File: src/rtl/spi_slave_pkg.sv
// spi_slave_pkg: shared types and constants for the SPI slave shifter.
//   state_e    - frame FSM state (IDLE between frames, SHIFT inside a frame)
//   MAX_W      - shift/holding register width
//   W8, W16    - the two supported word widths
//   tx_bit()   - selects the bit a word presents on miso for a given width/order
package spi_slave_pkg;

  typedef enum logic {
    IDLE  = 1'b0,
    SHIFT = 1'b1
  } state_e;

  localparam int unsigned MAX_W = 16;
  localparam int unsigned W8    = 8;
  localparam int unsigned W16   = 16;

  // Leading bit of a word: bit W-1 for MSB-first, bit 0 for LSB-first.
  function automatic logic tx_bit(logic [MAX_W-1:0] word, logic wide, logic lsb);
    if (lsb) begin
      return word[0];
    end
    return wide ? word[W16-1] : word[W8-1];
  endfunction

endpackage

File: src/rtl/spi_bit_counter.sv
// spi_bit_counter: 5-bit count of sampled bits within the current word.
//   clk, rst_n - system clock, asynchronous active-low reset
//   clr        - synchronous clear (frame not active / frame ended)
//   inc        - one sample edge
//   width16    - word width select: 0 = 8 bit, 1 = 16 bit
//   tc         - terminal count: the next inc completes the word
// The count wraps to 0 on the increment that reaches W, so it never holds W.
module spi_bit_counter
  import spi_slave_pkg::*;
(
  input  logic clk,
  input  logic rst_n,
  input  logic clr,
  input  logic inc,
  input  logic width16,
  output logic tc
);

  logic [4:0] cnt_q;

  assign tc = (cnt_q == (width16 ? 5'(W16 - 1) : 5'(W8 - 1)));

  always_ff @(posedge clk or negedge rst_n) begin
    if (!rst_n) begin
      cnt_q <= '0;
    end else if (clr || (inc && tc)) begin
      cnt_q <= '0;
    end else if (inc) begin
      cnt_q <= cnt_q + 5'd1;
    end
  end

endmodule

File: src/rtl/spi_slave_shifter.sv
// spi_slave_shifter: SPI slave data path driven by pre-detected sck edge pulses.
//   clk, rst_n       - system clock, asynchronous active-low reset
//   cpha             - 0: sample on first edge, 1: sample on second edge
//   spi_width        - 0: 8-bit words, 1: 16-bit words (latched at spi_start)
//   sck_first_edge   - one-clk pulse per leading sck edge
//   sck_second_edge  - one-clk pulse per trailing sck edge
//   spi_start        - one-clk pulse on cs falling
//   spi_finish       - one-clk pulse on cs rising
//   mosi             - synchronised serial input
//   lsb_first        - (SPI_SLAVE_LSB_FIRST_EN only) bit order, latched at spi_start
//   miso             - serial output, MISO_IDLE outside a frame
//   tx_data/valid    - write into the TX holding register
//   tx_ready         - holding register empty
//   rx_data/valid    - last complete received word, one-clk valid pulse
// Optional feature macro: SPI_SLAVE_LSB_FIRST_EN adds the lsb_first input.
module spi_slave_shifter #(
  parameter int unsigned MAX_W     = spi_slave_pkg::MAX_W,
  parameter logic        MISO_IDLE = 1'b0
) (
  input  logic             clk,
  input  logic             rst_n,
  input  logic             cpha,
  input  logic             spi_width,
  input  logic             sck_first_edge,
  input  logic             sck_second_edge,
  input  logic             spi_start,
  input  logic             spi_finish,
  input  logic             mosi,
`ifdef SPI_SLAVE_LSB_FIRST_EN
  input  logic             lsb_first,
`endif
  output logic             miso,
  input  logic [MAX_W-1:0] tx_data,
  input  logic             tx_valid,
  output logic             tx_ready,
  output logic [MAX_W-1:0] rx_data,
  output logic             rx_valid
);

  import spi_slave_pkg::*;

  state_e           state_q;
  logic             wide_q;
  logic             pend_q;    // next launch presents the loaded word's first bit unshifted
  logic [MAX_W-1:0] rx_sr_q;
  logic [MAX_W-1:0] tx_sr_q;
  logic [MAX_W-1:0] hold_q;
  logic [MAX_W-1:0] rx_data_q;
  logic             tx_ready_q;
  logic             rx_valid_q;
  logic             miso_q;

  logic             in_shift;
  logic             sample;
  logic             launch;
  logic             tc;
  logic             word_done;
  logic             start_ok;
  logic             cnt_clr;
  logic             lsb_start;
  logic             lsb_frame;
  logic [MAX_W-1:0] load_val;
  logic [MAX_W-1:0] rx_nxt;
  logic [MAX_W-1:0] tx_shift;

`ifdef SPI_SLAVE_LSB_FIRST_EN
  logic lsb_q;
  assign lsb_start = lsb_first;
  assign lsb_frame = lsb_q;
`else
  assign lsb_start = 1'b0;
  assign lsb_frame = 1'b0;
`endif

  assign in_shift  = (state_q == SHIFT);
  assign sample    = in_shift && (cpha ? sck_second_edge : sck_first_edge);
  assign launch    = in_shift && (cpha ? sck_first_edge : sck_second_edge);
  assign word_done = sample && tc;
  // spi_finish wins over a coincident spi_start.
  assign start_ok  = (state_q == IDLE) && spi_start && !spi_finish;
  assign cnt_clr   = !in_shift || spi_finish;
  // Underrun sends zeros.
  assign load_val  = tx_ready_q ? '0 : hold_q;
  assign tx_shift  = lsb_frame ? (tx_sr_q >> 1) : (tx_sr_q << 1);

  always_comb begin
    rx_nxt = '0;
    if (lsb_frame) begin
      rx_nxt = rx_sr_q >> 1;
      if (wide_q) begin
        rx_nxt[W16-1] = mosi;
      end else begin
        rx_nxt[W8-1] = mosi;
      end
    end else begin
      rx_nxt = {rx_sr_q[MAX_W-2:0], mosi};
      if (!wide_q) begin
        rx_nxt[MAX_W-1:W8] = '0;
      end
    end
  end

  spi_bit_counter u_bit_counter (
    .clk     (clk),
    .rst_n   (rst_n),
    .clr     (cnt_clr),
    .inc     (sample),
    .width16 (wide_q),
    .tc      (tc)
  );

  always_ff @(posedge clk or negedge rst_n) begin
    if (!rst_n) begin
      state_q    <= IDLE;
      wide_q     <= 1'b0;
      pend_q     <= 1'b0;
      rx_sr_q    <= '0;
      tx_sr_q    <= '0;
      hold_q     <= '0;
      rx_data_q  <= '0;
      tx_ready_q <= 1'b1;
      rx_valid_q <= 1'b0;
      miso_q     <= MISO_IDLE;
`ifdef SPI_SLAVE_LSB_FIRST_EN
      lsb_q      <= 1'b0;
`endif
    end else begin
      rx_valid_q <= 1'b0;

      // Write and consume are exclusive: write needs empty, consume needs full.
      if (tx_valid && tx_ready_q) begin
        hold_q     <= tx_data;
        tx_ready_q <= 1'b0;
      end

      case (state_q)
        IDLE: begin
          if (start_ok) begin
            state_q <= SHIFT;
            wide_q  <= spi_width;
`ifdef SPI_SLAVE_LSB_FIRST_EN
            lsb_q   <= lsb_first;
`endif
            tx_sr_q <= load_val;
            miso_q  <= tx_bit(load_val, spi_width, lsb_start);
            // cpha=0 already shows the first bit; cpha=1 shows it on the first launch.
            pend_q  <= cpha;
            rx_sr_q <= '0;
            if (!tx_ready_q) begin
              tx_ready_q <= 1'b1;
            end
          end
        end

        SHIFT: begin
          if (sample) begin
            if (tc) begin
              rx_data_q  <= rx_nxt;
              rx_valid_q <= 1'b1;
              rx_sr_q    <= '0;
            end else begin
              rx_sr_q <= rx_nxt;
            end
          end

          if (launch) begin
            if (pend_q) begin
              miso_q <= tx_bit(tx_sr_q, wide_q, lsb_frame);
              pend_q <= 1'b0;
            end else begin
              tx_sr_q <= tx_shift;
              miso_q  <= tx_bit(tx_shift, wide_q, lsb_frame);
            end
          end

          if (spi_finish) begin
            // A word completing on this same clk still reports above.
            state_q <= IDLE;
            miso_q  <= MISO_IDLE;
            pend_q  <= 1'b0;
            rx_sr_q <= '0;
          end else if (word_done) begin
            // Next word of the frame; the following launch edge must not shift it.
            tx_sr_q <= load_val;
            miso_q  <= tx_bit(load_val, wide_q, lsb_frame);
            pend_q  <= 1'b1;
            if (!tx_ready_q) begin
              tx_ready_q <= 1'b1;
            end
          end
        end

        default: state_q <= IDLE;
      endcase
    end
  end

  assign miso     = miso_q;
  assign tx_ready = tx_ready_q;
  assign rx_data  = rx_data_q;
  assign rx_valid = rx_valid_q;

endmodule

File: config.mk
export PLATFORM = sky130hd
export DESIGN_NAME = spi_slave_shifter
export DESIGN_NICKNAME = d
export VERILOG_FILES = /design/src/rtl/spi_slave_pkg.sv /design/src/rtl/spi_bit_counter.sv /design/src/rtl/spi_slave_shifter.sv
export SDC_FILE = /design/constraint.sdc
export NUM_CORES = 1
export LEC_CHECK = 0
export CAP_MARGIN = 20
export CORE_MARGIN = 4
export CORE_UTILIZATION = 50
export CTS_CLUSTER_SIZE = 20
export DETAILED_ROUTE_END_ITERATION = 7
export PLACE_DENSITY = 0.81
export SLEW_MARGIN = 20
export SYNTH_ARGS = -nofsm -noshare
export SYNTH_HDL_FRONTEND = slang
export SYNTH_SLANG_ARGS = --single-unit
File: constraint.sdc
create_clock -name clk -period 3.5 [get_ports clk]
set_input_delay 0.35 -clock clk [delete_from_list [all_inputs] [get_ports clk]]
set_output_delay 0.35 -clock clk [all_outputs]
set_load 0.02 [all_outputs]
======== Yosys cells after proc, flatten, opt, wreduce, memory -nomap -nowiden ========
Index checks and enable logic that the tools add are counted.
operators by class
  $add $sub $neg .......................... 1
  reduce and logical (&&, ||, !) cells .... 15
  bitwise operators ....................... 1
  mux-type cells .......................... 60
  equal/unequal tests ..................... 4
operators by type and width
  operator                                                                 count
  16-bit 2-to-1 mux                                                        6
  15-bit 2-to-1 mux                                                        4
  1-bit 2-to-1 mux                                                         40
  16-bit one-hot mux with 2 select lines                                   1
  15-bit one-hot mux with 2 select lines                                   1
  5-bit 2-to-1 mux                                                         2
  8-bit 2-to-1 mux                                                         1
  1-bit one-hot mux with 2 select lines                                    4
  1-bit logical AND                                                        6
  2-bit AND reduction                                                      3
  5-bit by 1-bit adder with 5-bit output, second input constant            1
  5-bit equality test                                                      1
  4-bit 2-to-1 mux                                                         1
  4-bit by 2-bit inequality test with 1-bit output, second input constant  1
  3-bit by 2-bit inequality test with 1-bit output, second input constant  1
  3-bit AND reduction                                                      1
  1-bit zero test                                                          2
  1-bit logical OR                                                         2
  2-bit inequality test, second input constant                             1
  2-bit nonzero test                                                       1
  1-bit NOT                                                                1
word-level totals
  output and inout bits ................... 19
  bits in registers ....................... 74
  bits of input ports ..................... 26
  logic and storage cells ................. 92

======== Longest topological paths before layout ========
Gate-level depths: netlist (run 1).
  word-level depth ........................ 10
  depth in mapped cells ................... 7
  mapped depth without buffers ............ 5

======== By module ========
From an unflattened synthesis (run 1), not the netlist that was laid out.
second synthesis, totals
  cells, all modules ...................... 302
  area total of the unflattened synthesis .. 3409.5 um^2
modules (own cells, without submodules)
  module             area an instance (um^2)  cells an instance  times used  sequential area each (um^2)
  spi_slave_shifter  3124.2                   273                1           1727.9
  spi_bit_counter    285.3                    29                 1           125.1

======== Worst setup path after synthesis (run 1) ========
Ideal clock, no wire load.
  kind .................................... register to register
  from .................................... register u_bit_counter.cnt_q[0]
  to ...................................... register tx_sr_q[14]
  arrival time ............................ 1.750 ns
  cell stages (with the launch flop) ...... 8
  period minus slack after synthesis ...... 1.876 ns
  path slack .............................. 1.624 ns
  path buffers ............................ 2
  required time ........................... 3.374 ns
  setup time .............................. 0.126 ns
  path through ............................ dfrtp_1 -> ha_1 -> and3b_1 -> buf_2 -> a41oi_4 -> nor3_4 -> buf_2 -> a221o_1
on the way
  longest elaborated chain between the ends .. 5
ends and longest elaborated chain
  element                                 RTL line                  text
  start: declaration                      spi_bit_counter.sv:19     logic [4:0] cnt_q;
  start signal: assignment                spi_bit_counter.sv:29     cnt_q <= cnt_q + 5'd1;
  5-bit equality test                     spi_bit_counter.sv:21     assign tc = (cnt_q == (width16 ? 5'(W16 - 1) : 5'(W8 - 1)));
  1-bit logical AND                       spi_slave_shifter.sv:78   assign word_done = sample && tc;
  16-bit 2-to-1 mux                       spi_slave_shifter.sv:182  end else if (word_done) begin
  16-bit 2-to-1 mux                       spi_slave_shifter.sv:176  if (spi_finish) begin
  16-bit one-hot mux with 2 select lines  spi_slave_shifter.sv:136  case (state_q)
  end signal: assignment                  spi_slave_shifter.sv:144  tx_sr_q <= load_val;
  end signal: assignment                  spi_slave_shifter.sv:171  tx_sr_q <= tx_shift;
  end signal: assignment                  spi_slave_shifter.sv:184  tx_sr_q <= load_val;
  end: declaration                        spi_slave_shifter.sv:46   logic [MAX_W-1:0] tx_sr_q;
No other way between the ends.
A chain may end at the register's enable or synchronous reset.

======== Worst setup path after layout (run 1) ========
  from .................................... register state_q (netlist: in_shift)
  to ...................................... register rx_sr_q[8]
on the way
  longest elaborated chain between the ends .. 5
  elaborated cells on any way between the ends .. 8
  classes of those cells .................. 2 x eq/ne; 1 x mux; 1 x bitwise; 4 x reduce/logical
ends and longest elaborated chain
  element                                 RTL line                  text
  start: declaration                      spi_slave_shifter.sv:42   state_e state_q;
  start signal: assignment                spi_slave_shifter.sv:114  state_q <= IDLE;
  start signal: assignment                spi_slave_shifter.sv:139  state_q <= SHIFT;
  start signal: assignment                spi_slave_shifter.sv:178  state_q <= IDLE;
  1-bit NOT (no source line)              --
  1-bit logical AND (2 in a row)          spi_slave_shifter.sv:80   assign start_ok = (state_q == IDLE) && spi_start && !spi_finish;
  2-bit inequality test (no source line)  --
  2-bit AND reduction (no source line)    --
  end signal: assignment                  spi_slave_shifter.sv:162  rx_sr_q <= rx_nxt;
  end: declaration                        spi_slave_shifter.sv:45   logic [MAX_W-1:0] rx_sr_q;
Parallel ways exist; a longest one is shown, timed or not.

==> results of run 1 <==
report_power, final:
group	total, mW	internal, mW	leakage, nW	switching (mW)
logic	0.309	0.187	0.639	0.122
clock network	0.688	0.341	0.102	0.347
registers	1.09	0.985	0.972	0.103
total	2.08	1.51	1.71	0.571
cell type report:
class	instances	area share, %
Multi-Input combinational cell	161	34.02
Tap cell	77	2.427
Inverter	5	0.4729
Timing Repair Buffer	45	11.16
Clock buffer	9	3.121
Clock inverter	7	2.112
Sequential cell	74	46.69
per-stage QoR:
step	utilization (%)	power [mW]	instances	hold WS, ns
2_1_floorplan	-	1.303	256	0.05441
3_3_place_gp	58.89	1.398	362	0.4624
3_5_place_dp	58.89	1.415	362	0.4705
4_1_cts	62.15	2.107	378	0.2478
5_1_grt	62.15	2.190	378	0.3042
6_report	62.15	2.085	378	0.1942
flip-flops by register name, summed over array words and instances, names as in the netlist, 5 cells and up:
register             cells
rx_sr_q                 15
u_bit_counter.cnt_q      5
hold_q                  16
rx_data                 16
tx_sr_q                 16
worst register-to-register path: stages, from the launching register on:
cell	delay (ns)
dfrtp_1	0.67
nand2b_1	0.47
o22ai_2	0.76
nor3_4	0.19
a32o_1	0.32
layer usage:
metal  up-vias  share of wire [%]
met4         0                1.8
met2        61                 48
li1       1050                  -
met5         -                  0
met1      1096                 46
met3        14                4.7
final timing paths:
kind | startpoint | endpoint | slack (ns) | cells past startpoint
hold / removal | rst_n | rx_valid | 0.19 | 2
setup reg to reg | in_shift | rx_sr_q[8] | 0.98 | 4
hold reg to reg | rx_data[9] | rx_data[9] | 0.48 | 2
setup / recovery | in_shift | rx_sr_q[8] | 0.98 | 4
max in group asynchronous | rst_n | tx_sr_q[5] | 2.71 | 2
min in group clk | rx_data[9] | rx_data[9] | 0.48 | 2
cells by family after synthesis:
kind of cell | synth area share [%]
AOI/OAI and AO/OA | 15.62
xor gates and xnor gates | 1.246
adders and majority gates | 0.3773
buffers and inverters | 3.396
DFF | 55.89
muxes | 11.13
and+or+nand+nor | 12.34
layout by cell type, fill, tap and decap left out, types with 2 or more instances in the layout:
cell             instances
or3_1                    2
nand4_1                  2
nand2_1                 22
a32o_1                   7
inv_1                    4
nor3_4                   2
a22o_1                   9
clkbuf_8                 9
inv_6                    2
a221o_1                 15
dfrtp_1                 73
clkinv_4                 2
mux2_2                  25
clkdlybuf4s50_1         43
a21oi_1                  5
mux2i_1                  5
nor2_1                   7
o41ai_1                  3
o21ai_0                 10
nor3_1                   2
nor3b_1                 16
nor2b_1                  2
==> flow_metrics.py, run 1 <==
metrics = {
    "global_routing": {
        "track_usage_pct": 17.18,
        "grt_busiest_layer": "met2",
        "global_route.usage.met2_pct": 26.32,
        "grt_first_pass_wirelength_mm": 10.55,
        "gr-usage-met3_pct": 3.318,
        "grt_overflow_total": 0,
        "grt_max_degree": 75,
        "grt_antenna_before_repair": 0,
        "grt_util_met1_pct": 23.86,
        "grt_pass1_vias": 2174,
    },
    "clock_network": {
        "cts-hold-fix-buffers": 0,
        "path_clk_slew_ns": 0.08,
        "cts_tree": "built",
        "htreeDepth": 3,
        "numCtsBuffers": 9,
        "insertion_delay_ns": 0.35,
        "root_buffer": "clkbuf_8",
        "postCtsSetupBuffers": 0,
        "cts.sinks": 74,
        "post_cts_resized": 0,
        "clockBufferDepth": 2,
    },
    "logic_synthesis": {
        "synth_ff_type": "dfrtp_1",
        "synthArstFlopShare_pct": 100.0,
        "synth_top_cell_by_area": "dfrtp_1",
        "yosysMostFrequentCell": "dfrtp_1",
        "synth_top_area_share_pct": 55.09,
        "yosys_warnings": 0,
        "yosys-top-cells-area": "dfrtp_1, mux2_2, a221o_1, nor3b_1, nand2_1",
        "synth_common_cells": "dfrtp_1, mux2_2, nand2_1, nor3b_1, a221o_1",
        "synthDistinctLibCells": 50,
        "synth_edf_count": 0,
        "syn_inst": 256,
        "synth-seq-area-share_pct": 55.89,
        "syn_area_um2": 3316,
        "syn_nets": 283,
        "ys_ff_latch": 74,
        "avgSynthCellArea_um2": 12.95,
    },
    "setup_path": {
        "cp_slowest_stage_delay_ns": 0.76,
        "crit_path_end_kind": "flop",
        "worst-path-buf-inv": 0,
        "start_kind": "flop",
        "crit_family": "compound AO/OA/AOI/OAI gates",
        "crit_type": "reg2reg",
        "crit_chain": "nand2b_1, o22ai_2, nor3_4, a32o_1",
        "cp_data_required_time_ns": 3.74,
        "cp_slowest_cell": "o22ai_2",
        "worstPathMaxFanout": 16,
        "arrival_ns": 2.76,
    },
    "pwr": {
        "leakage_nw": 1.714,
        "power.density_nw_per_um2": 525.3,
        "peakVddDrop_mv": 0.3585,
    },
    "place": {
        "io_buffers": 44,
        "gp_congestion": 0.7895,
        "placed_area_um2": 3761,
        "pre_cts_ws_ns": 0.6945,
        "hpwlAfterDp_mm": 4.083,
    },
    "sta": {
        "slew_viol_final": 0,
        "max_freq_ghz": 0.3965,
        "setup_viol": 0,
        "rsz0062_at_grt": "no",
        "clock_skew_ns": 0.007114,
        "finalCritPeriodShare_pct": 72.06,
        "max_slew.worst_pin.slew_ns": 0.9027,
        "setup_ws_ns": 0.9779,
        "layout_min_cycle_time_ns": 2.522,
        "hold_viol": 0,
        "relSlewSlack_pct": 39.82,
        "fin_tns_setup_ns": 0,
    },
    "floorplan": {
        "die_w_um": 89.44,
        "initial_utilization_pct": 51.92,
        "num_io_pins": 45,
        "rows": 29,
        "dieArea_um2": 7999,
        "fp.dieH_um": 89.44,
        "core_area_um2": 6386,
    },
    "final_layout": {
        "seq_area_um2": 1853,
        "diodes": 0,
        "multi_input_area_um2": 1350,
        "fin_nets": 323,
        "area_growth_pct": 19.70,
        "drive_gt1_share_pct": 19.60,
        "fill_cells": 513,
        "stdcell_area_um2": 3969,
    },
    "routing": {
        "routed_via_density": 5.876,
        "drc": 0,
        "dr_total_vias": 2221,
        "drtPass1Iterations": 4,
        "drtIter0Drc": 166,
        "wl_per_cell_um": 16.08,
        "drt_wl_total_mm": 6.078,
        "ant_nets": 0,
    },
    "worst_hold_path": {
        "hp-class": "in2async",
    },
    "run": {
        "cap_violations": 0,
    },
    "outcome": {
        "status": "finished, final reports clean",
    },
}
No activity file was read; power rests on OpenSTA's default activity.
==> run 2: changes to the inputs <==
--- a/config.mk
+++ b/config.mk
@@ -7,10 +7,10 @@
 export LEC_CHECK = 0
 export CAP_MARGIN = 20
 export CORE_MARGIN = 4
-export CORE_UTILIZATION = 50
+export CORE_UTILIZATION = 49
 export CTS_CLUSTER_SIZE = 20
 export DETAILED_ROUTE_END_ITERATION = 7
-export PLACE_DENSITY = 0.81
+export PLACE_DENSITY = 0.82
 export SLEW_MARGIN = 20
 export SYNTH_ARGS = -nofsm -noshare
 export SYNTH_HDL_FRONTEND = slang
==> constraint.sdc (replaced) <==
create_clock -name clk -period 2.15 [get_ports clk]
set_input_delay 0.215 -clock clk [delete_from_list [all_inputs] [get_ports clk]]
set_output_delay 0.215 -clock clk [all_outputs]
set_load 0.02 [all_outputs]
==> run 2 against run 1 <==
  * Worst hold slack better by 0.18 ns
  * Via count rose by 2.3%
  * Cell area up 4.3%
  * Largest power group unchanged
  * Sequential power increased by 61%
  * Combinational power increased by 81%
  * First-iteration DRC count down 25%
  * Critical path type unchanged
  * Power up 69%
  * Die area rose by 1.9%
  * Sequential share of layout area decreased by 1.9 points
==> flow_metrics.py, run 2 (same netlist as run 1, synthesis figures left out) <==
metrics = {
    "outcome": {
        "status": "finished, final reports clean",
    },
    "final_layout": {
        "diodes": 0,
        "final_common_cell": "dfrtp_1",
        "seq_area_um2": 1853,
        "area_growth_pct": 24.79,
        "fin_nets": 338,
        "stdcell_area_um2": 4138,
        "multi_input_area_um2": 1350,
        "layout_common_cells": "dfrtp_1, clkdlybuf4s50_1, mux2_2",
        "fill_cells": 495,
        "drive_gt1_share_pct": 23.10,
        "stdcell_count": 393,
    },
    "setup_path": {
        "r2r_end": "tx_sr_q[2]",
        "start_kind": "flop",
        "rrSetupSlack_ns": 0.19,
        "r2r-start": "u_bit_counter.cnt_q[0]",
        "crit_type": "reg2reg",
        "worstPathMaxFanout": 17,
        "cp-startpoint": "u_bit_counter.cnt_q[0]",
        "cp-endpoint": "tx_sr_q[2]",
        "arrival_ns": 2.19,
        "crit_path_end_kind": "flop",
        "cp_data_required_time_ns": 2.38,
        "worstRegToRegCells": 6,
    },
    "routing": {
        "dr_wl_met2_mm": 3.173,
        "ant_nets": 0,
        "wl_met1_mm": 2.804,
        "drtPass1Iterations": 4,
        "route.met3.wl_um": 327,
        "drc": 0,
        "top_layer": "met4",
        "dr_total_vias": 2273,
        "drt_wl_total_mm": 6.363,
        "drtIter0Drc": 124,
        "routed_via_density": 5.784,
        "wl_per_cell_um": 16.19,
    },
    "worst_hold_path": {
        "hp-class": "in2async",
    },
    "run": {
        "cap_violations": 0,
    },
    "sta": {
        "slew_viol_final": 0,
        "fin_tns_setup_ns": 0,
        "layout_min_cycle_time_ns": 1.959,
        "setup_ws_ns": 0.1908,
        "rsz0062_at_grt": "no",
        "max_slew.worst_pin.slew_ns": 0.5407,
        "relSlewSlack_pct": 63.96,
        "max_freq_ghz": 0.5104,
        "setup_viol": 0,
        "finalCritPeriodShare_pct": 91.13,
        "hold_viol": 0,
        "clock_skew_ns": 0.01112,
    },
    "global_routing": {
        "grt_antenna_before_repair": 0,
        "grt_max_degree": 43,
        "track_usage_pct": 17.25,
        "grt_overflow_total": 0,
        "grt_pass1_vias": 2302,
        "grt_first_pass_wirelength_mm": 11.35,
    },
    "clock_network": {
        "root_buffer": "clkbuf_8",
        "insertion_delay_ns": 0.35,
        "post_cts_resized": 0,
        "cts.sinks": 74,
        "cts_tree": "built",
        "htreeDepth": 3,
        "path_clk_slew_ns": 0.09,
        "clockBufferDepth": 2,
        "numCtsBuffers": 9,
    },
    "floorplan": {
        "initial_utilization_pct": 51.34,
        "dieArea_um2": 8147,
        "core_area_um2": 6459,
        "fp.dieH_um": 90.26,
        "die_w_um": 90.26,
        "rows": 29,
        "num_io_pins": 45,
    },
    "place": {
        "pre_cts_ws_ns": 0.1178,
        "gp_congestion": 0.7645,
        "hpwlAfterDp_mm": 4.379,
        "numPlacedInstances": 375,
        "placed_area_um2": 3884,
        "io_buffers": 44,
    },
    "pwr": {
        "power.total_mw": 3.515,
        "peakVddDrop_mv": 0.5888,
        "power.density_nw_per_um2": 849.6,
        "leakage_nw": 1.799,
    },
}
[run 2: cell count changes in the layout (fill, tap and decap cells not counted), sizes merged]
cell / delta
buf: +14
clkinv: -2
clkinvlp: +2
bufinv: +1
dlygate4sd3: +1
inv: -1
[run 2: worst min path at each step]
stage	start	to	slack, ns	depth (start not counted)
2_1_floorplan	rst_n	hold_q[0]	-0.08	0
3_3_place_gp	rst_n	rx_valid	0.22	1
3_5_place_dp	rst_n	rx_data[15]	0.23	1
4_1_cts	rst_n	rx_data[8]	0.39	2
5_1_grt	rst_n	rx_data[8]	0.43	2
6_report	rst_n	rx_sr_q[9]	0.38	2
[run 2: worst max-delay path, cell delays in order, from the launching register on]
cell and delay [ns]:
dfrtp_1 0.41, ha_1 0.26, and3b_1 0.29, a41oi_4 0.29, nor3_4 0.08, buf_12 0.15
a221o_1 0.35
[run 2: final cells by class]
class	instances	area share [%]
tap	77	2.328
clock buffer	9	2.994
clock inverter	7	2.419
inverter	5	0.4536
timing repair buffer	60	14.39
multi-input combinational	161	32.63
sequential	74	44.78
[run 2: what timing repair did]
action | CTS | global route
setup buffers | 0 | 1
hold buffers | 1 | 0
setup endpoints to repair | 0 | 16
endpoints found under the hold margin | 22 | 0
[run 2: metal layers]
layer	global-route usage (%)	up-vias
li1	-	1069
met1	23.05	1131
met2	27.13	67
met3	3.917	6
met4	7.398	0
met5	0	-
[run 2: per-stage QoR]
stage	utilization, %	hold slack [ns]
6_report	64.06	0.3791
3_5_place_dp	60.13	0.2253
5_1_grt	64.06	0.4275
2_1_floorplan	-	-0.08059
4_1_cts	63.75	0.3876
3_3_place_gp	60.13	0.2198
[run 2: where the power goes]
group	switching (mW)	internal (mW)	leakage [nW]
Combinational	0.227	0.333	0.725
Clock	0.541	0.661	0.102
Sequential	0.149	1.60	0.972
